File: src/rtl/enc_pkg.sv
// Shared types and constants for the LFSR encrypter: FSM state encoding,
// the maximal-length 5-bit tap table and helpers for tap lookup and byte encryption.
package enc_pkg;

  typedef enum logic [2:0] {
    IDLE,
    LOAD,
    PRE,
    MSG,
    FIN,
    ERR
  } enc_state_t;

  localparam int         NUM_TAPS    = 6;
  localparam logic [3:0] MIN_PRE_LEN = 4'd5;
  localparam logic [2:0] MAX_TAP_SEL = 3'(NUM_TAPS - 1);

  localparam logic [4:0] LFSR_TAPS [NUM_TAPS] = '{
    5'h1E, 5'h1D, 5'h1B, 5'h17, 5'h14, 5'h12
  };

  // Out-of-range selections return an all-zero pattern; the FSM rejects them anyway.
  function automatic logic [4:0] tap_lookup(input logic [2:0] sel);
    logic [4:0] t;
    t = 5'h00;
    for (int i = 0; i < NUM_TAPS; i++) begin
      if (sel == 3'(i)) t = LFSR_TAPS[i];
    end
    return t;
  endfunction

  function automatic logic [7:0] enc_byte(input logic [7:0] x, input logic [4:0] s);
    return {x[7:5], x[4:0] ^ s};
  endfunction

endpackage

File: src/rtl/lfsr_encrypter_if.sv
// Data-memory port bundle between the encrypter (master) and dat_mem (slave).
// The read path is combinational: data_out follows raddr within the same cycle.
interface lfsr_encrypter_if;
  logic [7:0] raddr;
  logic [7:0] data_out;
  logic       wr_en;
  logic [7:0] waddr;
  logic [7:0] data_in;

  modport master (
    output raddr,
    output wr_en,
    output waddr,
    output data_in,
    input  data_out
  );

  modport slave (
    input  raddr,
    input  wr_en,
    input  waddr,
    input  data_in,
    output data_out
  );
endinterface

File: src/rtl/lfsr5.sv
// 5-bit Fibonacci-style LFSR: shifts left, feedback is the parity of the tapped bits.
// init loads the start value and takes priority over en.
module lfsr5 (
  input  logic       clk,
  input  logic       rst_n,
  input  logic       en,
  input  logic       init,
  input  logic [4:0] taps,
  input  logic [4:0] start,
  output logic [4:0] state
);

  always_ff @(posedge clk or negedge rst_n) begin
    if (!rst_n) begin
      state <= 5'h00;
    end else if (init) begin
      state <= start;
    end else if (en) begin
      state <= {state[3:0], ^(state & taps)};
    end
  end

endmodule

File: src/rtl/lfsr_encrypter.sv
// Reads plaintext from dat_mem, prepends a preamble, XORs the low 5 bits of each
// byte with an LFSR keystream and writes the ciphertext block back to dat_mem.
//
// state | meaning
// IDLE  | waiting for init after reset
// LOAD  | latch parameters, load LFSR with seed, validate configuration
// PRE   | write pre_len encrypted preamble bytes
// MSG   | read plaintext byte j, write encrypted byte k
// FIN   | run complete, done held until next init
// ERR   | illegal parameters, err held until next init
module lfsr_encrypter
  import enc_pkg::*;
#(
  parameter int unsigned PT_BASE = 0,
  parameter int unsigned CT_BASE = 64,
  parameter int unsigned LEN     = 64
) (
  input  logic                    clk,
  input  logic                    rst_n,
  input  logic                    init,
  input  logic [7:0]              preamble,
  input  logic [3:0]              pre_len,
  input  logic [2:0]              tap_sel,
  input  logic [4:0]              seed,
  lfsr_encrypter_if.master        mem,
  output logic                    busy,
  output logic                    done,
  output logic                    err
);

  localparam logic [7:0] PT_B   = 8'(PT_BASE);
  localparam logic [7:0] CT_B   = 8'(CT_BASE);
  localparam logic [7:0] LAST_K = 8'(LEN - 1);

  enc_state_t state;
  logic [7:0] k;
  logic [7:0] j;
  logic       wr_en_q;
  logic [7:0] preamble_q;
  logic [3:0] pre_q;
  logic [4:0] taps_q;
  logic [4:0] lfsr_s;
  logic [7:0] last_pre;
  logic [7:0] src_byte;
  logic [7:0] data_in_c;
  logic       bad_cfg;

  assign last_pre = {4'd0, pre_q} - 8'd1;
  assign bad_cfg  = (tap_sel > MAX_TAP_SEL) || (seed == 5'h00) || (pre_len < MIN_PRE_LEN);

  // The keystream advances exactly when a byte is written.
  lfsr5 u_lfsr (
    .clk   (clk),
    .rst_n (rst_n),
    .en    (wr_en_q),
    .init  (state == LOAD),
    .taps  (taps_q),
    .start (seed),
    .state (lfsr_s)
  );

  always_ff @(posedge clk or negedge rst_n) begin
    if (!rst_n) begin
      state      <= IDLE;
      k          <= 8'd0;
      j          <= 8'd0;
      wr_en_q    <= 1'b0;
      busy       <= 1'b0;
      done       <= 1'b0;
      err        <= 1'b0;
      preamble_q <= 8'h00;
      pre_q      <= 4'd0;
      taps_q     <= 5'h00;
    end else if (init) begin
      // init from any state, including mid-run, restarts through LOAD
      state   <= LOAD;
      k       <= 8'd0;
      j       <= 8'd0;
      wr_en_q <= 1'b0;
      busy    <= 1'b1;
      done    <= 1'b0;
      err     <= 1'b0;
    end else begin
      case (state)
        LOAD: begin
          preamble_q <= preamble;
          pre_q      <= pre_len;
          taps_q     <= tap_lookup(tap_sel);
          k          <= 8'd0;
          j          <= 8'd0;
          if (bad_cfg) begin
            state <= ERR;
            busy  <= 1'b0;
            err   <= 1'b1;
          end else begin
            state   <= PRE;
            wr_en_q <= 1'b1;
          end
        end
        PRE: begin
          k <= k + 8'd1;
          if (k == last_pre) state <= MSG;
        end
        MSG: begin
          k <= k + 8'd1;
          j <= j + 8'd1;
          if (k == LAST_K) begin
            state   <= FIN;
            wr_en_q <= 1'b0;
            busy    <= 1'b0;
            done    <= 1'b1;
          end
        end
        default: begin
          state <= state;
        end
      endcase
    end
  end

  always_comb begin
    src_byte  = (state == MSG) ? mem.data_out : preamble_q;
    data_in_c = wr_en_q ? enc_byte(src_byte, lfsr_s) : 8'h00;
  end

  assign mem.raddr   = PT_B + j;
  assign mem.waddr   = CT_B + k;
  assign mem.wr_en   = wr_en_q;
  assign mem.data_in = data_in_c;

endmodule

File: src/flat_wrapper.sv
// flat-port wrapper written by rule: the top's interface ports become plain ports
module lfsr_encrypter_flat import enc_pkg::*;
#(
  parameter int unsigned PT_BASE = 0,
  parameter int unsigned CT_BASE = 64,
  parameter int unsigned LEN     = 64
)
  (clk, rst_n, init, preamble, pre_len, tap_sel, seed, busy, done, err, mem_raddr, mem_wr_en, mem_waddr, mem_data_in, mem_data_out);
  lfsr_encrypter_if mem_i ();
  input  logic clk;
  input  logic rst_n;
  input  logic init;
  input  logic [7:0] preamble;
  input  logic [3:0] pre_len;
  input  logic [2:0] tap_sel;
  input  logic [4:0] seed;
  output logic busy;
  output logic done;
  output logic err;
  output wire logic [$bits(mem_i.raddr)-1:0] mem_raddr;
  output wire logic [$bits(mem_i.wr_en)-1:0] mem_wr_en;
  output wire logic [$bits(mem_i.waddr)-1:0] mem_waddr;
  output wire logic [$bits(mem_i.data_in)-1:0] mem_data_in;
  input wire logic [$bits(mem_i.data_out)-1:0] mem_data_out;
  assign mem_raddr = mem_i.raddr;
  assign mem_wr_en = mem_i.wr_en;
  assign mem_waddr = mem_i.waddr;
  assign mem_data_in = mem_i.data_in;
  assign mem_i.data_out = mem_data_out;
  lfsr_encrypter #(.PT_BASE(PT_BASE), .CT_BASE(CT_BASE), .LEN(LEN)) u_core (.clk(clk), .rst_n(rst_n), .init(init), .preamble(preamble), .pre_len(pre_len), .tap_sel(tap_sel), .seed(seed), .mem(mem_i), .busy(busy), .done(done), .err(err));
endmodule
File: config.mk
export PLATFORM = sky130hd
export DESIGN_NAME = lfsr_encrypter_flat
export DESIGN_NICKNAME = d
export VERILOG_FILES = /design/src/rtl/enc_pkg.sv /design/src/rtl/lfsr_encrypter_if.sv /design/src/rtl/lfsr5.sv /design/src/rtl/lfsr_encrypter.sv /design/src/flat_wrapper.sv
export SDC_FILE = /design/constraint.sdc
export NUM_CORES = 1
export LEC_CHECK = 0
export BUFFER_PORTS_ARGS = -buffer_cell sky130_fd_sc_hd__buf_2
export CAP_MARGIN = 20
export CORE_MARGIN = 2
export CORE_UTILIZATION = 55
export DETAILED_ROUTE_END_ITERATION = 10
export PLACE_DENSITY_LB_ADDON = 0.1
export SKIP_LAST_GASP = 1
export SYNTH_ARGS = -nofsm -noshare
export SYNTH_HDL_FRONTEND = slang
export SYNTH_HIERARCHICAL = 1
export SYNTH_SLANG_ARGS = --single-unit
File: constraint.sdc
create_clock -name clk -period 4.9 [get_ports clk]
set_clock_uncertainty 0.1 [all_clocks]
set_input_delay 0 -clock clk [delete_from_list [all_inputs] [get_ports clk]]
set_output_delay 0 -clock clk [all_outputs]
set_load 0.005 [all_outputs]
==> impl_metrics.csv <==
group,metric,value,unit
run_status,status,"finished, final reports clean",
synth,yosysTopAreaCell,"dfrtp_1",
critical_path,crit_fanout,17,
clock_tree,numCtsBuffers,5,
clock_tree,clock_latency,0.30,ns
finish,area_delta_synth_final,25.7,%
clock_tree,path_clk_slew,0.09,ns
routing,drtIter0Drc,151,
synth,synth.area.top_cells,"dfrtp_1 (45%), nand2_1 (9.4%), o21ai_0 (6.0%), xnor2_1 (4.2%), mux2i_1 (4.0%)",
synth,synth_top_area_share,44.6,%
place,numPortBuffers,58,
synth,yosys_warnings,6,
power_and_ir_drop,vdd_ir_drop_max,0.234,mV
synth,synth_area_per_cell,8.67,sq um
die,die_width,71.7,um
synth,synthMostInstantiatedCell,"nand2_1",
grt,grt_pass1_wl,9.65,mm
timing,slew_headroom,33.0,%
die,dieArea,5140,sq um
place,dp.cells,384,
critical_path,r2r_start,"u_core/state[0]",
critical_path,cp.required,4.98,ns
routing,num_vias,2257,
synth,synth_commonest_cells,"nand2_1 (63), dfrtp_1 (45), o21ai_0 (30), nor2_1 (20), nand3_1 (13)",
timing,setup_tns,0,ns
finish,post-route-util,72.3,%
grt,antenna_found_initial,0,
clock_tree,postCtsSetupBuffers,0,
place,pre_cts_slack,2.77,ns
synth,seq_area_frac_synth,44.6,%
timing,setup-violations-final,0,
clock_tree,cts_tree,"built",
synth,synth_flop_cell,"dfrtp_1",
routing,vias_per_cell,5.41,
synth,async_flop_share,100,%
critical_path,end_kind,"register",
timing,rsz0062_at_grt,"no",
routing,remaining_drc_errors,0,
timing,finalCritPeriodShare,53.6,%
die,die-height,71.7,um
timing,tightest_slew,1.00,ns
routing,first_pass_iters,4,
synth,synth-edff-count,0,
die,start_util,57.5,%
die,core_area,4380,sq um
die,num_rows,24,
timing,maxSlewViolCount,0,
critical_path,cp_data_arrival_time,2.71,ns
grt,first_global_vias,2077,
finish,final_nets,399,
place,hpwl,3.71,mm
synth,synth-seq-cells,45,
critical_path,worstSetupStartpointType,"register",
finish,instances_no_fill,417,
clock_tree,clockBufferDepth,2,
critical_path,critPathKind,"register to register",
grt,grtUsageTotal,23.6,%
routing,final_antenna_net_count,0,
synth,syn-num-nets,326,
flow_run,max-cap-violations,0,
place,routabilityCongestion,0.832,
routing,wire_per_inst,13.6,um
clock_tree,h-tree-depth,2,
synth,yosysUniqueCellTypes,44,
clock_tree,clock_sinks,45,
finish,num_antenna_cells,0,
critical_path,crit_start,"u_core/state[0]",
timing,fin_crit,2.63,ns
synth,syn_area,2520,sq um
timing,finalWorstSetupSlack,2.27,ns
finish,fillers,355,
timing,fmax,381,MHz
grt,overflow,0,
power_and_ir_drop,p_leak,1.56,nW
worst_hold_path,hp-class,"input pin to async pin",
timing,final_hold_viol_count,0,
synth,syn_inst,291,
die,io_pins,59,
finish,drive_gt1_share,20.3,%
clock_tree,cts_root_buf,"clkbuf_8",
routing,drt_wl_total,5.67,mm
power_and_ir_drop,power.density,464,nW/um^2
grt,grt_max_degree,46,
==> layout make-up <==
type / count / area [sq um] / area share [%]
clock buffers: 6 / 82.6 / 2.60
clock inverters: 2 / 37.5 / 1.18
inverters: 8 / 30.0 / 0.947
multi-input cells: 220 / 1270 / 40.1
flip-flops and latches: 45 / 1130 / 35.5
well taps: 52 / 65.1 / 2.05
repair buffers: 84 / 558 / 17.6
==> registers in the layout, summed over array words and instances, names as in the netlist <==
register,flops
u_core/preamble_q,8
u_core/state,3
u_core/busy,1
u_core/taps_q,5
u_core/j,8
u_core/u_lfsr/state,5
u_core/err,1
u_core/pre_q,4
u_core/mem.wr_en,1
u_core/k,8
u_core/done,1
==> path summary, 6_finish.rpt <==
path,endpoint,slack [ns],depth (start not counted)
max,u_core/taps_q[4],2.27,4
min,u_core/j[6],0.03,2
max reg2reg,u_core/taps_q[4],2.27,4
min reg2reg,u_core/taps_q[3],0.38,1
max in group asynchronous,u_core/taps_q[0],4.18,3
min in group clk,mem_data_in[5],0.27,4
==> per-layer routing <==
layer  up-vias  track usage (%)  wire (um)
met1      1058             34.1       2650
met5         -                0          0
met4         0             6.29         54
met2        62             37.1       2660
met3         5             3.80        309
li1       1132                -          -
==> critical path, cell delays in order, from the launching register on <==
cell and delay, ns:
dfrtp_1 0.69, nand2b_1 0.18, nor3_2 0.78, a31oi_1 0.17
dlygate4sd3_1 0.59
==> per-stage QoR <==
step                hold WS, ns  power (W)  cell area [sq um]
global route             0.0547    0.00160               3170
global placement         0.0922    0.00114               2790
floorplan                -0.396    0.00101               2520
CTS                       0.265    0.00148               3150
finish                   0.0322    0.00147               3170
detailed placement       0.0924    0.00115               2790
==> placed cells by master, fill, tap and decap left out, types with 4 or more instances in the layout <==
master	n
dfrtp_1	45
nand2_1	63
dlygate4sd3_1	24
clkbuf_8	6
a21oi_1	8
ha_1	4
buf_2	58
xnor2_1	12
a31oi_1	4
nor3_1	5
o21ai_0	30
mux2i_1	10
nor2_1	20
inv_1	8
xor2_1	4
nand3_1	13
and2_1	6
==> what timing repair did <==
action                                 in CTS  in global routing
setup endpoints to repair                   0                  0
resized for setup                           0                  0
hold buffers                               24                  0
endpoints found under the hold margin      71                  0
==> logic make-up (layout without fill, tap and decap cells) <==
logic type,Yosys count,in the layout,share of synthesized area (%)
multiplexers,10,10,3.97
XOR/XNOR,17,17,6.45
AO/OA/AOI/OAI,61,61,14.7
adder cells (fa/ha/maj),4,4,1.98
AND/OR/NAND/NOR,128,128,23.1
flip-flops,45,45,44.6
buffers and inverters,26,100,5.16
==> power by group <==
part	total (W)	switching (W)	leakage (nW)	internal (W)
Clock	0.000292	0.000126	0.0574	0.000166
Combinational	0.000575	0.000287	0.927	0.000288
Sequential	0.000603	0.000123	0.579	0.000481
Total	0.00147	0.000536	1.56	0.000935
Power figures use the tool's default switching activity.
